### src/rtl/fft_pkg.sv
// Shared constants, width helpers and FSM encoding for the FFT stage sequencer.
// Latency: n/a (package only).
// Backpressure: n/a (package only).
`timescale 1ns/1ps
package fft_pkg;

  localparam int N_DEF        = 8;
  localparam int PIPE_LAT_DEF = 3;

  // Width of the stage counter: enough bits to hold 0..log2(n)-1.
  function automatic int stg_w(input int n);
    return $clog2($clog2(n));
  endfunction

  // Width of the butterfly index counter: enough bits to hold 0..n/2-1.
  function automatic int idx_w(input int n);
    return $clog2(n / 2);
  endfunction

  function automatic int last_stg(input int n);
    return $clog2(n) - 1;
  endfunction

  function automatic int last_idx(input int n);
    return n / 2 - 1;
  endfunction

  typedef enum logic [1:0] {
    S_IDLE  = 2'd0,
    S_ISSUE = 2'd1,
    S_WAIT  = 2'd2,
    S_DONE  = 2'd3
  } state_t;

endpackage

### src/rtl/fft_wb_delay.sv
// DEPTH-deep valid/data shift register with advance enable, for pipeline alignment.
// Latency: DEPTH enabled cycles from in_* to out_*.
// Backpressure: en=0 freezes every stage; nothing is dropped or duplicated.
//
// Ports: clk, rst_n (async, active low), en (advance), in_vld/in_dat (entry),
//        out_vld/out_dat (oldest entry), vld_vec (valid bit of every stage,
//        bit 0 youngest, bit DEPTH-1 oldest).
`timescale 1ns/1ps
module fft_wb_delay #(
  parameter int DEPTH = 3,
  parameter int W     = 4
) (
  input  logic             clk,
  input  logic             rst_n,
  input  logic             en,
  input  logic             in_vld,
  input  logic [W-1:0]     in_dat,
  output logic             out_vld,
  output logic [W-1:0]     out_dat,
  output logic [DEPTH-1:0] vld_vec
);

  logic [DEPTH-1:0] vld_q;
  logic [W-1:0]     dat_q [DEPTH];

  always_ff @(posedge clk or negedge rst_n) begin
    if (!rst_n) begin
      vld_q <= '0;
      for (int i = 0; i < DEPTH; i++) begin
        dat_q[i] <= '0;
      end
    end else if (en) begin
      for (int i = DEPTH - 1; i > 0; i--) begin
        vld_q[i] <= vld_q[i-1];
        dat_q[i] <= dat_q[i-1];
      end
      vld_q[0] <= in_vld;
      dat_q[0] <= in_dat;
    end
  end

  assign out_vld = vld_q[DEPTH-1];
  assign out_dat = dat_q[DEPTH-1];
  assign vld_vec = vld_q;

endmodule

### src/rtl/fft_stage_sequencer.sv
// Walks butterfly index/stage for an N-point FFT, regenerates write-back pairs PIPE_LAT later.
// Latency: first read one cycle after start; write-back PIPE_LAT non-stalled cycles after its read.
// Backpressure: stall=1 freezes FSM, counters and write pipeline; rd/wr valid and done masked.
//
// Ports: clk, rst_n (async, active low), start (run request, idle only),
//        stall (global hold), busy (ISSUE or WAIT), rd_valid/rd_index/rd_stage
//        (read-side pair), wr_valid/wr_index/wr_stage (write-back pair),
//        done (one-cycle completion pulse).
`timescale 1ns/1ps
module fft_stage_sequencer
  import fft_pkg::*;
#(
  parameter int N        = N_DEF,
  parameter int PIPE_LAT = PIPE_LAT_DEF
) (
  input  logic                  clk,
  input  logic                  rst_n,
  input  logic                  start,
  input  logic                  stall,
  output logic                  busy,
  output logic                  rd_valid,
  output logic [idx_w(N)-1:0]   rd_index,
  output logic [stg_w(N)-1:0]   rd_stage,
  output logic                  wr_valid,
  output logic [idx_w(N)-1:0]   wr_index,
  output logic [stg_w(N)-1:0]   wr_stage,
  output logic                  done
);

  localparam int IDX_W = idx_w(N);
  localparam int STG_W = stg_w(N);
  localparam int DW    = IDX_W + STG_W;
  localparam logic [IDX_W-1:0] LAST_IDX = IDX_W'(last_idx(N));
  localparam logic [STG_W-1:0] LAST_STG = STG_W'(last_stg(N));
  // Every delay stage except the oldest. The oldest entry is written back in
  // the current cycle, so the next stage may start reading in the cycle after.
  localparam logic [PIPE_LAT-1:0] HAZ_MASK = {PIPE_LAT{1'b1}} >> 1;

  state_t             state;
  logic [IDX_W-1:0]   idx;
  logic [STG_W-1:0]   stg;
  logic               busy_q;
  logic               adv;
  logic               haz;
  logic               wb_vld;
  logic [DW-1:0]      wb_dat;
  logic [PIPE_LAT-1:0] wb_pend;

  assign adv = ~stall;
  // Writes still in flight for the current stage after this cycle's write-back.
  assign haz = |(wb_pend & HAZ_MASK);

  always_ff @(posedge clk or negedge rst_n) begin
    if (!rst_n) begin
      state  <= S_IDLE;
      idx    <= '0;
      stg    <= '0;
      busy_q <= 1'b0;
    end else if (adv) begin
      case (state)
        S_IDLE: begin
          if (start) begin
            state  <= S_ISSUE;
            idx    <= '0;
            stg    <= '0;
            busy_q <= 1'b1;
          end
        end
        S_ISSUE: begin
          // Explicit wrap so issue count stays N/2 regardless of counter width.
          if (idx == LAST_IDX) begin
            idx   <= '0;
            state <= S_WAIT;
          end else begin
            idx <= idx + 1'b1;
          end
        end
        S_WAIT: begin
          if (!haz) begin
            if (stg == LAST_STG) begin
              state  <= S_DONE;
              busy_q <= 1'b0;
            end else begin
              stg   <= stg + 1'b1;
              state <= S_ISSUE;
            end
          end
        end
        S_DONE: begin
          state <= S_IDLE;
        end
        default: begin
          state  <= S_IDLE;
          busy_q <= 1'b0;
        end
      endcase
    end
  end

  fft_wb_delay #(
    .DEPTH (PIPE_LAT),
    .W     (DW)
  ) u_wb_delay (
    .clk     (clk),
    .rst_n   (rst_n),
    .en      (adv),
    .in_vld  (rd_valid),
    .in_dat  ({idx, stg}),
    .out_vld (wb_vld),
    .out_dat (wb_dat),
    .vld_vec (wb_pend)
  );

  assign busy     = busy_q;
  assign rd_valid = (state == S_ISSUE) && adv;
  assign rd_index = idx;
  assign rd_stage = stg;
  assign wr_valid = wb_vld && adv;
  assign {wr_index, wr_stage} = wb_dat;
  // DONE is held across stall, so the pulse is deferred rather than lost.
  assign done     = (state == S_DONE) && adv;

endmodule

### config.mk
export PLATFORM = sky130hd
export DESIGN_NAME = fft_stage_sequencer
export DESIGN_NICKNAME = d
export VERILOG_FILES = /design/src/rtl/fft_pkg.sv /design/src/rtl/fft_wb_delay.sv /design/src/rtl/fft_stage_sequencer.sv
export SDC_FILE = /design/constraint.sdc
export NUM_CORES = 1
export LEC_CHECK = 0
export CORE_UTILIZATION = 50
export DETAILED_ROUTE_END_ITERATION = 12
export PLACE_DENSITY = 0.74
export SYNTH_ARGS = -nofsm -noshare
export SYNTH_HDL_FRONTEND = slang
export SYNTH_HIERARCHICAL = 1
export SYNTH_SLANG_ARGS = --single-unit
### constraint.sdc
create_clock -name clk -period 1.6 [get_ports clk]
set_input_delay 0.32 -clock clk [delete_from_list [all_inputs] [get_ports clk]]
set_output_delay 0.32 -clock clk [all_outputs]
set_load 0.05 [all_outputs]
==> metrics.md, run 1 <==
| Metric | Value |
|---|---|
| Slew HR | 77.2% |
| CP Max Fanout | 10 |
| Period minus WS final | 1.55 ns |
| Post-CTS Setup Bufs | 0 |
| Max_cap viols | 0 |
| Clock Pin Slew Worst Setup and Hold Paths | 0.12 ns |
| Hpwl dp | 1200 um |
| Initial Util | 54.5% |
| Max incr delay on CP | 0.43 ns |
| DR pass1 iterations | 4 |
| Max Slew Vio Count | 0 |
| Antenna Cells | 0 |
| I/O pins | 16 |
| Share of layout cells above drive strength 1 | 44.3% |
| Synthesis-to-layout area growth | 25.6% |
| Hold Path Class | primary input to asynchronous set/reset pin |
| Initial antenna violation count | 0 |
| R2r endpoint | state[1] |
| Final Skew | 0.00425 ns |
| CTS tree | yes |
| Root buffer cell | clkbuf_4 |
| Pleak | 0.655 nW |
| Mapped Area | 1100 sq um |
| CP arrival | 1.23 ns |
| Fin worst setup slack | 0.0537 ns |
| # setup viols final | 0 |
| Initial DRC count | 9 |
| R2R Setup Slk | 0.24 ns |
| Post-synth net total | 89 |
| Worst R2R Start | rd_stage[0] |
| CTS Hold Bufs | 0 |
| Number of port buffers | 15 |
| Drt drc | 0 |
| Setup TNS Final | 0 ns |
| Maximum VDD drop | 1.10 mV |
| Gates resized, CTS repair | 6 |
| DR vias | 636 |
| Synth Area per Inst | 13.4 sq um |
| Placer Congestion | 0.762 |
| CTS buffer count | 3 |
| Die Wd | 48.9 um |
| Outcome | finished clean |
| Max Clk Rate | 647 MHz |
| Pin count of the biggest net entering global routing | 23 |
| H-tree levels | 1 |
| Core area | 2020 sq um |
| Final Hold Fails | 0 |
| Clock Latency Late Sink | 0.31 ns |
| Nets | 105 |
| CTS Buffer Depth | 2 |
| CP Buf/Inv Count | 2 |
| CP startpoint | state[1] |
| Crit-path slowest cell | dfrtp_1 |
| Power density over the cells | 1820 nW/um^2 |
| Die area | 2390 sq um |
| Via/cell ratio | 5.13 |
| Per-cell routed wire length | 14.1 um |
| RSZ-0062 raised after global routing | false |
| Pre-CTS WS | -0.115 ns |
| Pin slew with the least headroom to its limit | 0.338 ns |
| Worst r2r path cells | 5 |
| Clock sink count | 22 |
| Vias in the first global route | 630 |
| First-pass GRT wire length | 2970 um |
| Startpoint type of the worst setup path | flip-flop |
| Overall Global Routing Usage | 16.5% |
| Worst Path Required | 1.28 ns |
| Critical path's top delay family | flip-flops |
| Yosys Warn Count | 6 |
| Worst-path cell chain | buf_6, and3_4, buf_12 |
| Die height | 48.9 um |
| Post-Syn Instances | 82 |
| Tcrit/Tclk final | 96.6% |
| Placement Rows | 16 |
| Routed Antenna Nets | 0 |
| Setup crit end kind | output pin |
| DRT Wirelength | 1740 um |
| GRT overflow | 0 |
| CP Class | flip-flop to output pin |
## layer usage
| metal | GRT usage, % | vias up | wire [um] |
|---|---|---|---|
| met5 | 0 | - | 0 |
| met2 | 25.0 | 14 | 800 |
| met3 | 4.98 | 0 | 69 |
| met1 | 23.6 | 304 | 873 |
| met4 | 2.94 | 0 | 0 |
| li1 | - | 318 | - |
## worst reg2reg max path, cell delays in order, from the launching register on
cell     delay (ns)
dfrtp_1        0.48
inv_1          0.11
ha_1           0.23
nor3_1         0.13
o21ai_0        0.11
a22o_1         0.19
## per-stage QoR
| stage | util [%] | instance area [sq um] | power (mW) | cells | hold slack, ns |
|---|---|---|---|---|---|
| global route | 68.4 | 1380 | 2.65 | 124 | 0.348 |
| floorplan | - | 1100 | 1.73 | 82 | 0.0244 |
| global placement | 65.1 | 1320 | 2.05 | 120 | 0.484 |
| detailed placement | 65.1 | 1320 | 2.08 | 120 | 0.494 |
| CTS | 68.1 | 1380 | 2.53 | 124 | 0.341 |
| finish | 68.4 | 1380 | 2.52 | 124 | 0.347 |
## cell usage in the layout, fill, tap and decap left out, types with 2 or more instances in the layout
cell type,instances
dfrtp_1,21
mux2_4,10
buf_12,9
buf_4,7
nor2_1,5
mux2_2,5
inv_1,4
o21ai_0,3
a22o_1,3
ha_1,3
clkbuf_4,3
mux2i_1,2
o31ai_1,2
clkdlybuf4s50_1,2
## worst max-delay path by stage
stage / cells after the start / to
after floorplan: 4 / rd_stage[0]
after global placement: 4 / rd_valid
after detailed placement: 4 / rd_valid
after CTS: 3 / done
after global routing: 3 / done
final: 3 / done
## area by class of cell
cell class	count	area [sq um]
fillers	134	639
clock buffers	3	22.5
clock inverters	1	30.0
inverters	4	15.0
flip-flops and latches	22	552
repair buffers	20	273
well taps	27	33.8
multi-input cells	47	457
## sequential cells by signal, indices dropped and copies added, names as in the netlist
register,cells
u_wb_delay/dat_q,8
u_wb_delay/out_dat,4
u_wb_delay/vld_vec,3
rd_index,2
rd_stage,2
state,2
busy,1
## where the power goes
part,internal (mW),switching (mW),total [mW]
logic,0.560,0.558,1.12
clock network,0.253,0.171,0.424
registers,0.754,0.222,0.976
No activity file was read; power rests on OpenSTA's default activity.
==> run 2, diff against run 1 <==
==> constraint.sdc (replaced) <==
create_clock -name clk -period 1.75 [get_ports clk]
set_input_delay 0.35 -clock clk [delete_from_list [all_inputs] [get_ports clk]]
set_output_delay 0.35 -clock clk [all_outputs]
set_load 0.05 [all_outputs]
==> metrics.md, run 2 (same netlist as run 1, synthesis figures left out) <==
| Metric | Value |
|---|---|
| Outcome | finished clean |
| # setup viols final | 0 (unchanged) |
| Share of layout cells above drive strength 1 | 42.7% (-1.6 points) |
| Overall Global Routing Usage | 15.8% (-0.74 points) |
| Initial antenna violation count | 0 (unchanged) |
| Per-cell routed wire length | 13.5 um (-3.7%) |
| Die Wd | 48.9 um (unchanged) |
| Most frequent cells in the layout | dfrtp_1, buf_4, mux2_4 |
| Period minus WS final | 1.68 ns |
| Placer Congestion | 0.753 (-1.2%) |
| Via/cell ratio | 5.16 (+0.65%) |
| Routed Antenna Nets | 0 (unchanged) |
| Design area | 1300 sq um (-5.8%) |
| Power density over the cells | 1670 nW/um^2 (-8.2%) |
| Hold Slack | 0.388 ns (+0.0407 ns) |
| Initial DRC count | 6 (-3) |
| Max Slew Vio Count | 0 (unchanged) |
| Core Util, Final | 64.4% (-4.0 points) |
| Placement Rows | 16 (unchanged) |
| Final Hold Fails | 0 (unchanged) |
| Clock Pin Slew Worst Setup and Hold Paths | 0.13 ns (about the same) |
| DR pass1 iterations | 4 (unchanged) |
| Synthesis-to-layout area growth | 18.3% |
| Setup TNS Final | 0 ns (unchanged) |
| Clock sink count | 22 (unchanged) |
| Post-CTS Setup Bufs | 0 (unchanged) |
| Initial Util | 54.5% (unchanged) |
| H-tree levels | 1 (unchanged) |
| Most common cell after layout, fill and taps aside | dfrtp_1 |
| Max Clk Rate | 594 MHz |
| CTS tree | yes |
| CP arrival | 1.33 ns (+0.10 ns) |
| Pin slew with the least headroom to its limit | 0.323 ns (-0.0152 ns) |
| Max reg flops | 8 (unchanged) |
| Hold Path Class | primary input to asynchronous set/reset pin |
| Pre-CTS WS | 0.00854 ns (+0.124 ns) |
| DRT Wirelength | 1670 um (-4.5%) |
| Setup crit end kind | output pin |
| Total chip power | 2.18 mW (-13%) |
| CP Max Fanout | 6 (-4) |
| Nets | 104 (-0.95%) |
| RSZ-0062 raised after global routing | false |
| Max_cap viols | 0 (unchanged) |
| Startpoint type of the worst setup path | primary input |
| Post-Place Cell Area | 1250 sq um (-5.3%) |
| Pleak | 0.628 nW (-4.2%) |
| Slew HR | 78.5% (+1.3 points) |
| Number of port buffers | 15 (unchanged) |
| Worst Path Required | 1.40 ns (+0.12 ns) |
| GRT overflow | 0 (unchanged) |
| Root buffer cell | clkbuf_4 |
| CTS Buffer Depth | 2 (unchanged) |
| DR vias | 635 (-0.16%) |
| R2r endpoint | state[1] |
| Hpwl dp | 1220 um (+1.6%) |
| Worst R2R Start | rd_stage[0] |
| Fin worst setup slack | 0.0665 ns (+0.0128 ns) |
| Worst r2r path cells | 5 (unchanged) |
| Tcrit/Tclk final | 96.2% |
| R2R Setup Slk | 0.49 ns (+0.25 ns) |
| Non-Filler Instances | 123 (-0.81%) |
| Die height | 48.9 um (unchanged) |
| Pin count of the biggest net entering global routing | 23 (unchanged) |
| Clock Latency Late Sink | 0.30 ns (about the same) |
| I/O pins | 16 (unchanged) |
| First-pass GRT wire length | 2900 um (-2.5%) |
| CTS buffer count | 3 (unchanged) |
| Final Skew | 0.0106 ns (+0.00631 ns) |
| Antenna Cells | 0 (unchanged) |
| Core area | 2020 sq um (unchanged) |
| CTS Hold Bufs | 0 (unchanged) |
| Register bank with the most flops | u_wb_delay/dat_q |
| CP Class | primary input to output pin |
| Die area | 2390 sq um (unchanged) |
| Maximum VDD drop | 0.968 mV (-12%) |
| Vias in the first global route | 638 (+1.3%) |
| Drt drc | 0 (unchanged) |
| Post-placement cell count | 119 (-0.83%) |
run 2: final cells by class:
class | count | area (sq um)
fillers | 170 | 719
multi-input cells | 47 | 449
clock buffers | 3 | 22.5
inverters | 4 | 15.0
repair buffers | 19 | 200
flip-flops and latches | 22 | 552
well taps | 27 | 33.8
clock inverters | 1 | 30.0
run 2: power breakdown:
group / switching, mW / internal [mW] / total (mW)
Combinational: 0.488 / 0.425 / 0.913
Clock: 0.152 / 0.231 / 0.383
Sequential: 0.194 / 0.688 / 0.882
run 2: worst max path at each step:
stage / startpoint / end / slack [ns] / cells past startpoint
floorplan: rd_stage[0] / rd_stage[0] / 0.24 / 4
CTS: state[1] / rd_valid / 0.02 / 3
detailed placement: stall / rd_stage[1] / 0.009 / 5
finish: stall / wr_valid / 0.07 / 3
global placement: stall / rd_stage[1] / 0.05 / 5
global route: stall / wr_valid / 0.03 / 3
run 2: critical path: stages:
cell and delay (ns):
clkdlybuf4s50_1 0.56, and2b_2 0.27, buf_12 0.15
run 2: what timing repair did:
action                                 CTS  global route
resized for setup                        0             3
endpoints found under the hold margin    0             0
setup endpoints to repair                0             2
run 2: per-layer routing:
layer  vias up  part of all wire (%)  track usage [%]
li1        314                     -                -
met3         0                   2.9             2.18
met2        10                    45             23.6
met1       311                    52             23.2
met4         0                     0             5.88
met5         -                     0                0
==> run 3, diff against run 2 <==
--- a/config.mk
+++ b/config.mk
@@ -5,6 +5,7 @@
 export SDC_FILE = /design/constraint.sdc
 export NUM_CORES = 1
 export LEC_CHECK = 0
+export ABC_AREA = 0
 export CORE_UTILIZATION = 50
 export DETAILED_ROUTE_END_ITERATION = 12
 export PLACE_DENSITY = 0.74
==> results of run 3 <==
Final layout, timing and power as in run 2 (identical DEF).
